==> config.mk <==
export PLATFORM = sky130hd
export DESIGN_NAME = mem_access_stage
export DESIGN_NICKNAME = d
export VERILOG_FILES = /design/src/rtl/mem_access_stage.sv
export SDC_FILE = /design/constraint.sdc
export NUM_CORES = 1
export LEC_CHECK = 0
export ABC_AREA = 1
export BUFFER_PORTS_ARGS = -buffer_cell sky130_fd_sc_hd__buf_2
export CORE_ASPECT_RATIO = 0.8
export CORE_MARGIN = 5
export CORE_UTILIZATION = 43
export CTS_CLUSTER_DIAMETER = 50
export CTS_CLUSTER_SIZE = 25
export DETAILED_ROUTE_END_ITERATION = 8
export GPL_TIMING_DRIVEN = 0
export PLACE_DENSITY_LB_ADDON = 0.3
export SLEW_MARGIN = 25
export SYNTH_ARGS = -nofsm -noshare
export SYNTH_HDL_FRONTEND = slang
export SYNTH_SLANG_ARGS = --single-unit
==> constraint.sdc <==
create_clock -name Clk -period 1.5 [get_ports Clk]
set_input_delay 0.075 -clock Clk [delete_from_list [all_inputs] [get_ports Clk]]
set_output_delay 0.075 -clock Clk [all_outputs]
set_load 0.02 [all_outputs]
==> src/rtl/mem_access_stage.sv <==
// Memory-access pipeline stage: issues data-memory transfers for loads and
// stores, stalls upstream while a transfer is outstanding, and fills the
// MEM/WB register with the result, alignment errors or bus-timeout errors.
module mem_access_stage #(
  parameter int ACK_TIMEOUT = 255
) (
  input  logic        Clk,
  input  logic        Rst,
  input  logic        In_Valid,
  input  logic        Flush,
  input  logic        MemRead,
  input  logic        MemWrite,
  input  logic [1:0]  MemSize,
  input  logic        MemSigned,
  input  logic        RegWrite,
  input  logic [4:0]  WriteReg,
  input  logic [1:0]  MemToReg,
  input  logic [31:0] ALUResult,
  input  logic [31:0] WriteData,
  input  logic [31:0] PC,
  output logic        Stall,
  output logic        DMem_Req,
  output logic        DMem_We,
  output logic [31:0] DMem_Addr,
  output logic [31:0] DMem_WData,
  output logic [3:0]  DMem_BE,
  input  logic [31:0] DMem_RData,
  input  logic        DMem_Ack,
  output logic        WB_Valid,
  output logic        WB_RegWrite,
  output logic [4:0]  WB_WriteReg,
  output logic [1:0]  WB_MemToReg,
  output logic [31:0] WB_ALUResult,
  output logic [31:0] WB_ReadData,
  output logic [31:0] WB_PC,
  output logic        MisalignErr,
  output logic        BusErr
);

  localparam logic StIdle   = 1'b0;
  localparam logic StAccess = 1'b1;

  // The counter only ever holds 0 .. ACK_TIMEOUT-1; the last value is the
  // one on which a missing ack turns into a timeout.
  localparam int CntW = (ACK_TIMEOUT < 2) ? 1 : $clog2(ACK_TIMEOUT);
  localparam logic [CntW-1:0] CntLast = CntW'(ACK_TIMEOUT - 1);

  logic            state_q, state_d;
  logic [CntW-1:0] cnt_q, cnt_d;
  logic            kill_q, kill_d;
  logic            memRead_q, memRead_d;
  logic            memWrite_q, memWrite_d;
  logic [1:0]      memSize_q, memSize_d;
  logic            memSigned_q, memSigned_d;
  logic            regWrite_q, regWrite_d;
  logic [4:0]      writeReg_q, writeReg_d;
  logic [1:0]      memToReg_q, memToReg_d;
  logic [31:0]     aluResult_q, aluResult_d;
  logic [31:0]     wData_q, wData_d;
  logic [3:0]      be_q, be_d;
  logic [31:0]     pc_q, pc_d;

  logic            wbValid_q, wbValid_d;
  logic            wbRegWrite_q, wbRegWrite_d;
  logic [4:0]      wbWriteReg_q, wbWriteReg_d;
  logic [1:0]      wbMemToReg_q, wbMemToReg_d;
  logic [31:0]     wbAluResult_q, wbAluResult_d;
  logic [31:0]     wbReadData_q, wbReadData_d;
  logic [31:0]     wbPc_q, wbPc_d;
  logic            misalignErr_q, misalignErr_d;
  logic            busErr_q, busErr_d;

  logic        inHalf, inByte, inMemOp, inMisaligned;
  logic [3:0]  inBe;
  logic [31:0] inWData;
  logic [7:0]  laneByte;
  logic [15:0] laneHalf;
  logic [31:0] loadData;
  logic        isLoad;
  logic        killNow;

  // Decode the incoming instruction: alignment check and store lane encoding.
  always_comb begin
    inHalf       = (MemSize == 2'b01);
    inByte       = (MemSize == 2'b10);
    inMemOp      = MemRead | MemWrite;
    inMisaligned = inMemOp & ((inHalf & ALUResult[0]) |
                              (!inHalf & !inByte & (ALUResult[1:0] != 2'b00)));
    inBe         = 4'b1111;
    inWData      = WriteData;
    if (MemWrite) begin
      if (inByte) begin
        inBe    = 4'b0001 << ALUResult[1:0];
        inWData = {4{WriteData[7:0]}};
      end else if (inHalf) begin
        inBe    = ALUResult[1] ? 4'b1100 : 4'b0011;
        inWData = {2{WriteData[15:0]}};
      end
    end
  end

  // Pick the addressed lane out of the read word and extend it.
  always_comb begin
    case (aluResult_q[1:0])
      2'b00:   laneByte = DMem_RData[7:0];
      2'b01:   laneByte = DMem_RData[15:8];
      2'b10:   laneByte = DMem_RData[23:16];
      default: laneByte = DMem_RData[31:24];
    endcase
    laneHalf = aluResult_q[1] ? DMem_RData[31:16] : DMem_RData[15:0];
    if (memSize_q == 2'b10) begin
      loadData = {{24{memSigned_q & laneByte[7]}}, laneByte};
    end else if (memSize_q == 2'b01) begin
      loadData = {{16{memSigned_q & laneHalf[15]}}, laneHalf};
    end else begin
      loadData = DMem_RData;
    end
  end

  // Next-state logic: accept in IDLE, wait for ack or timeout in ACCESS.
  always_comb begin
    state_d       = state_q;
    cnt_d         = cnt_q;
    kill_d        = kill_q;
    memRead_d     = memRead_q;
    memWrite_d    = memWrite_q;
    memSize_d     = memSize_q;
    memSigned_d   = memSigned_q;
    regWrite_d    = regWrite_q;
    writeReg_d    = writeReg_q;
    memToReg_d    = memToReg_q;
    aluResult_d   = aluResult_q;
    wData_d       = wData_q;
    be_d          = be_q;
    pc_d          = pc_q;
    wbValid_d     = 1'b0;
    wbRegWrite_d  = 1'b0;
    wbWriteReg_d  = wbWriteReg_q;
    wbMemToReg_d  = wbMemToReg_q;
    wbAluResult_d = wbAluResult_q;
    wbReadData_d  = wbReadData_q;
    wbPc_d        = wbPc_q;
    misalignErr_d = 1'b0;
    busErr_d      = 1'b0;
    isLoad        = memRead_q & ~memWrite_q;
    killNow       = kill_q | Flush;

    if (state_q == StIdle) begin
      if (In_Valid && !Flush) begin
        wbWriteReg_d  = WriteReg;
        wbMemToReg_d  = MemToReg;
        wbAluResult_d = ALUResult;
        wbReadData_d  = 32'h0;
        wbPc_d        = PC;
        if (!inMemOp) begin
          wbValid_d    = 1'b1;
          wbRegWrite_d = RegWrite;
        end else if (inMisaligned) begin
          wbValid_d     = 1'b1;
          misalignErr_d = 1'b1;
        end else begin
          state_d     = StAccess;
          cnt_d       = '0;
          kill_d      = 1'b0;
          memRead_d   = MemRead;
          memWrite_d  = MemWrite;
          memSize_d   = MemSize;
          memSigned_d = MemSigned;
          regWrite_d  = RegWrite;
          writeReg_d  = WriteReg;
          memToReg_d  = MemToReg;
          aluResult_d = ALUResult;
          wData_d     = inWData;
          be_d        = inBe;
          pc_d        = PC;
        end
      end
    end else begin
      kill_d = killNow;
      if (DMem_Ack || (cnt_q == CntLast)) begin
        state_d       = StIdle;
        wbValid_d     = ~killNow;
        wbWriteReg_d  = writeReg_q;
        wbMemToReg_d  = memToReg_q;
        wbAluResult_d = aluResult_q;
        wbPc_d        = pc_q;
        if (DMem_Ack) begin
          wbRegWrite_d = regWrite_q & ~killNow;
          wbReadData_d = isLoad ? loadData : 32'h0;
        end else begin
          busErr_d     = 1'b1;
          wbReadData_d = 32'h0;
        end
      end else begin
        cnt_d = cnt_q + 1'b1;
      end
    end
  end

  // State and pipeline registers, cleared asynchronously by reset.
  always_ff @(posedge Clk or negedge Rst) begin
    if (!Rst) begin
      state_q       <= StIdle;
      cnt_q         <= '0;
      kill_q        <= 1'b0;
      memRead_q     <= 1'b0;
      memWrite_q    <= 1'b0;
      memSize_q     <= 2'b00;
      memSigned_q   <= 1'b0;
      regWrite_q    <= 1'b0;
      writeReg_q    <= 5'd0;
      memToReg_q    <= 2'b00;
      aluResult_q   <= 32'h0;
      wData_q       <= 32'h0;
      be_q          <= 4'h0;
      pc_q          <= 32'h0;
      wbValid_q     <= 1'b0;
      wbRegWrite_q  <= 1'b0;
      wbWriteReg_q  <= 5'd0;
      wbMemToReg_q  <= 2'b00;
      wbAluResult_q <= 32'h0;
      wbReadData_q  <= 32'h0;
      wbPc_q        <= 32'h0;
      misalignErr_q <= 1'b0;
      busErr_q      <= 1'b0;
    end else begin
      state_q       <= state_d;
      cnt_q         <= cnt_d;
      kill_q        <= kill_d;
      memRead_q     <= memRead_d;
      memWrite_q    <= memWrite_d;
      memSize_q     <= memSize_d;
      memSigned_q   <= memSigned_d;
      regWrite_q    <= regWrite_d;
      writeReg_q    <= writeReg_d;
      memToReg_q    <= memToReg_d;
      aluResult_q   <= aluResult_d;
      wData_q       <= wData_d;
      be_q          <= be_d;
      pc_q          <= pc_d;
      wbValid_q     <= wbValid_d;
      wbRegWrite_q  <= wbRegWrite_d;
      wbWriteReg_q  <= wbWriteReg_d;
      wbMemToReg_q  <= wbMemToReg_d;
      wbAluResult_q <= wbAluResult_d;
      wbReadData_q  <= wbReadData_d;
      wbPc_q        <= wbPc_d;
      misalignErr_q <= misalignErr_d;
      busErr_q      <= busErr_d;
    end
  end

  assign Stall        = (state_q == StAccess);
  assign DMem_Req     = (state_q == StAccess);
  assign DMem_We      = (state_q == StAccess) & memWrite_q;
  assign DMem_Addr    = {aluResult_q[31:2], 2'b00};
  assign DMem_WData   = wData_q;
  assign DMem_BE      = be_q;
  assign WB_Valid     = wbValid_q;
  assign WB_RegWrite  = wbRegWrite_q;
  assign WB_WriteReg  = wbWriteReg_q;
  assign WB_MemToReg  = wbMemToReg_q;
  assign WB_ALUResult = wbAluResult_q;
  assign WB_ReadData  = wbReadData_q;
  assign WB_PC        = wbPc_q;
  assign MisalignErr  = misalignErr_q;
  assign BusErr       = busErr_q;

endmodule

==> results.cfg <==
[placement]
port_buffers = 321
place_congestion = 0.898
dpl.hpwl_mm = 27.1
dp.cells = 2094

[synth]
synth_top_area_frac = 0.518
avgSynthCellArea_um2 = 7.69
syn_area_um2 = 11100
synth_edf_count = 0
async_flop_share = 1.00
synth_cells = 1446
synth_area_leaders = dfrtp_1 (52%), nand2_1 (20%), o21ai_0 (9.8%), nand3_1 (4.3%), inv_1 (4.2%)
synth_area_leader_cell = dfrtp_1
yosys_warnings = 0
synth_cell_type_count = 29
synth_seq_cells = 230
yosysSeqAreaShare = 0.518
synthFlopType = dfrtp_1

[global_routing]
grt_overflow_total = 0
grt_max_degree = 93
top_usage_layer = met2
use_met1 = 0.389
grt_pass1_vias = 12334
use_met2 = 0.470
grt_pass1_wl_mm = 67.3
gr-usage-all-layers = 0.286
antenna_found_initial = 2
use_met3 = 0.0490

[critical_path]
crit_path_max_incr_delay_ns = 0.44
rrSetupSlack_ns = -0.22
cpLargestDelayFamily = simple AND/OR/NAND/NOR gates
cp-end-kind = flip-flop
slowest_stage = dfrtp_1
worst-path-buf-inv = 4
cpMostUsedCell = nand2_2
worstPathCellList = nand2_2, inv_2, nand4_1, nand3_4, inv_8, buf_12, clkbuf_16, nand2_2, nand2_1
cp.arrival_ns = 2.18
required_ns = 1.95
crit_fanout = 6
startpoint_type = flip-flop
crit_type = reg -> reg

[floorplan]
die_h_um = 154
start_util = 0.438
die-area_um2 = 29200
fp.dieW_um = 190
ios = 324
placementRows = 52
core_um2 = 25400

[routing]
wl_per_cell_um = 19.5
routed-via-count = 12503
detail-route-antenna-nets = 0
wl_mm = 46.1
first_pass_iters = 5
drt_iter0_drc = 1004
drc_errors = 0
vias_per_cell = 5.29

[sta]
layout_min_cycle_time_ns = 1.72
tightest_slew_ns = 0.689
final.setup.worst_slack_ns = -0.224
fmax_mhz = 580
slew-limit-headroom = 0.541
finalCritPeriodShare = 1.15
finalSetupViolations = 180
skew_ns = 0.0235
rsz0062_at_grt = true
finalHoldViolCount = 0
drv_slew = 0

[power_and_ir_drop]
netSwitchingFraction = 0.386
cellLeakagePower_nw = 9.95
powerDensity_nw_per_um2 = 1320
clkPwrFrac = 0.257
power_w = 0.0245
p_comb_frac = 0.378
p_seq_frac = 0.366
cellInternalPower_w = 0.0151
switchingPower_w = 0.00948
ir_worst_vdd_uv = 964

[clock_tree]
cts_tree = built
cts_num_sinks = 230
clock_latency_ns = 0.53
cts_max_path_buffers = 3
htreeDepth = 1
path_clk_slew_ns = 0.08
numCtsBuffers = 25
cts-root-buf = clkbuf_16

[outcome]
violations = negative setup slack
outcome = finished, violations left

[layout]
fillers = 1793
drive_gt1_frac = 0.440
stdcell_count = 2365
finalNetCount = 2172
syn_to_final_growth_pct = 67.7

[worst_hold_path]
min_path_type = in -> reg

[job]
cap_viol_max_count = 0
[through the flow]
stage	hold WS [ns]	utilization	TNS (ns)	setup WS (ns)	instance area (µm²)
after floorplan	-0.221	-	0	0.0365	11100
after global placement	0.279	0.518	-969.84	-4.25	13100
after detailed placement	0.131	0.520	-107.23	-0.545	13200
after CTS	0.000738	0.681	-14.58	-0.177	17300
after global routing	0.0352	0.735	-28.16	-0.235	18600
final	0.0100	0.735	-20.61	-0.224	18600
[power groups by stage]
stage,clock network [W],registers (W),logic [W]
6_report,0.00630,0.00898,0.00927
2_1_floorplan,0,0.00953,0.00312
3_5_place_dp,0,0.00860,0.00664
3_3_place_gp,0,0.00856,0.00650
4_1_cts,0.00636,0.00864,0.00808
5_1_grt,0.00660,0.00912,0.00992
[cells in the final DEF, fill, tap and decap left out, drive strengths merged]
cell         instances
nor3                 2
nor2                30
conb                 2
o21a                 5
buf                488
diode                2
o21ai              218
o21bai               3
ha                   4
inv                132
nor3b                1
clkbuf              52
clkinv              10
dlygate4sd3        143
clkinvlp             4
o211ai               3
nand3               98
nand2              599
nand3b               1
dfrtp              230
xor2                 3
bufinv               2
a21oi                1
nand4                8
[worst paths after layout]
check / depth (start not counted) / startpoint / to
min reg2reg: 2 / WB_PC[1]$_DFFE_PN0P_ / WB_PC[1]$_DFFE_PN0P_
max in group asynchronous: 3 / Rst / aluResult_q[1]$_DFFE_PN0P_
max: 9 / cnt_q[6]$_DFFE_PN0P_ / WB_ALUResult[22]$_DFFE_PN0P_
min in group asynchronous: 2 / Rst / WB_ALUResult[17]$_DFFE_PN0P_
min: 4 / ALUResult[1] / DMem_BE[1]$_DFFE_PN0P_
max reg2reg: 9 / cnt_q[6]$_DFFE_PN0P_ / WB_ALUResult[22]$_DFFE_PN0P_
[final cells by class]
type,instances,area (µm²),share of cell area
flip-flops and latches,230,5760,0.309
multi-input cells,978,5600,0.300
repair buffers,549,4400,0.236
plain buffers,109,1120,0.0602
clock buffers,25,626,0.0335
inverters,128,504,0.0270
well taps,324,405,0.0217
clock inverters,19,201,0.0108
repair inverters,1,16.3,0.000872
diodes,2,5.00,0.000268
[cell usage after synthesis, drive strengths merged (4+ instances only)]
library cell / instances
nand2: 599
dfrtp: 230
o21ai: 218
inv: 127
nand3: 98
buf: 88
nor2: 30
clkbuf: 23
nand4: 8
o21a: 5
ha: 4
[per-layer routing]
layer	vias to the layer above	part of all wire
li1	5692	-
met1	6025	0.41
met2	665	0.48
met3	121	0.077
met4	0	0.036
met5	-	0
[cell families after synthesis]
logic type,count (synthesis),share of synthesized area
buf+inv,239,0.102
compound gates,230,0.106
fa+ha+maj,4,0.00450
simple gates,739,0.267
flops,230,0.518
xor+xnor,3,0.00236
other cells,1,0.000337
[registers in the layout (all words and copies together) (netlist names), 2 cells and up]
register / count
aluResult_q: 32
writeReg_q: 5
WB_WriteReg: 5
pc_q: 32
WB_ALUResult: 32
memToReg_q: 2
DMem_WData: 32
WB_MemToReg: 2
WB_ReadData: 32
DMem_BE: 4
WB_PC: 32
cnt_q: 8
memSize_q: 2
[worst min-delay path, stage by stage]
cell,delay [ns]
buf_2,0.10
o21ai_0,0.11
o21ai_2,0.15
nand2_2,0.04
[what timing repair did]
item | in CTS | in global routing
endpoints found under the setup margin | 226 | 229
cloned | 22 | 13
hold endpoints to repair | 285 | 0
pin swaps | 17 | 49
hold buffers | 143 | 0
gates resized for setup | 397 | 356
buffers inserted | 40 | 15
(Power assumes the default switching activity.)
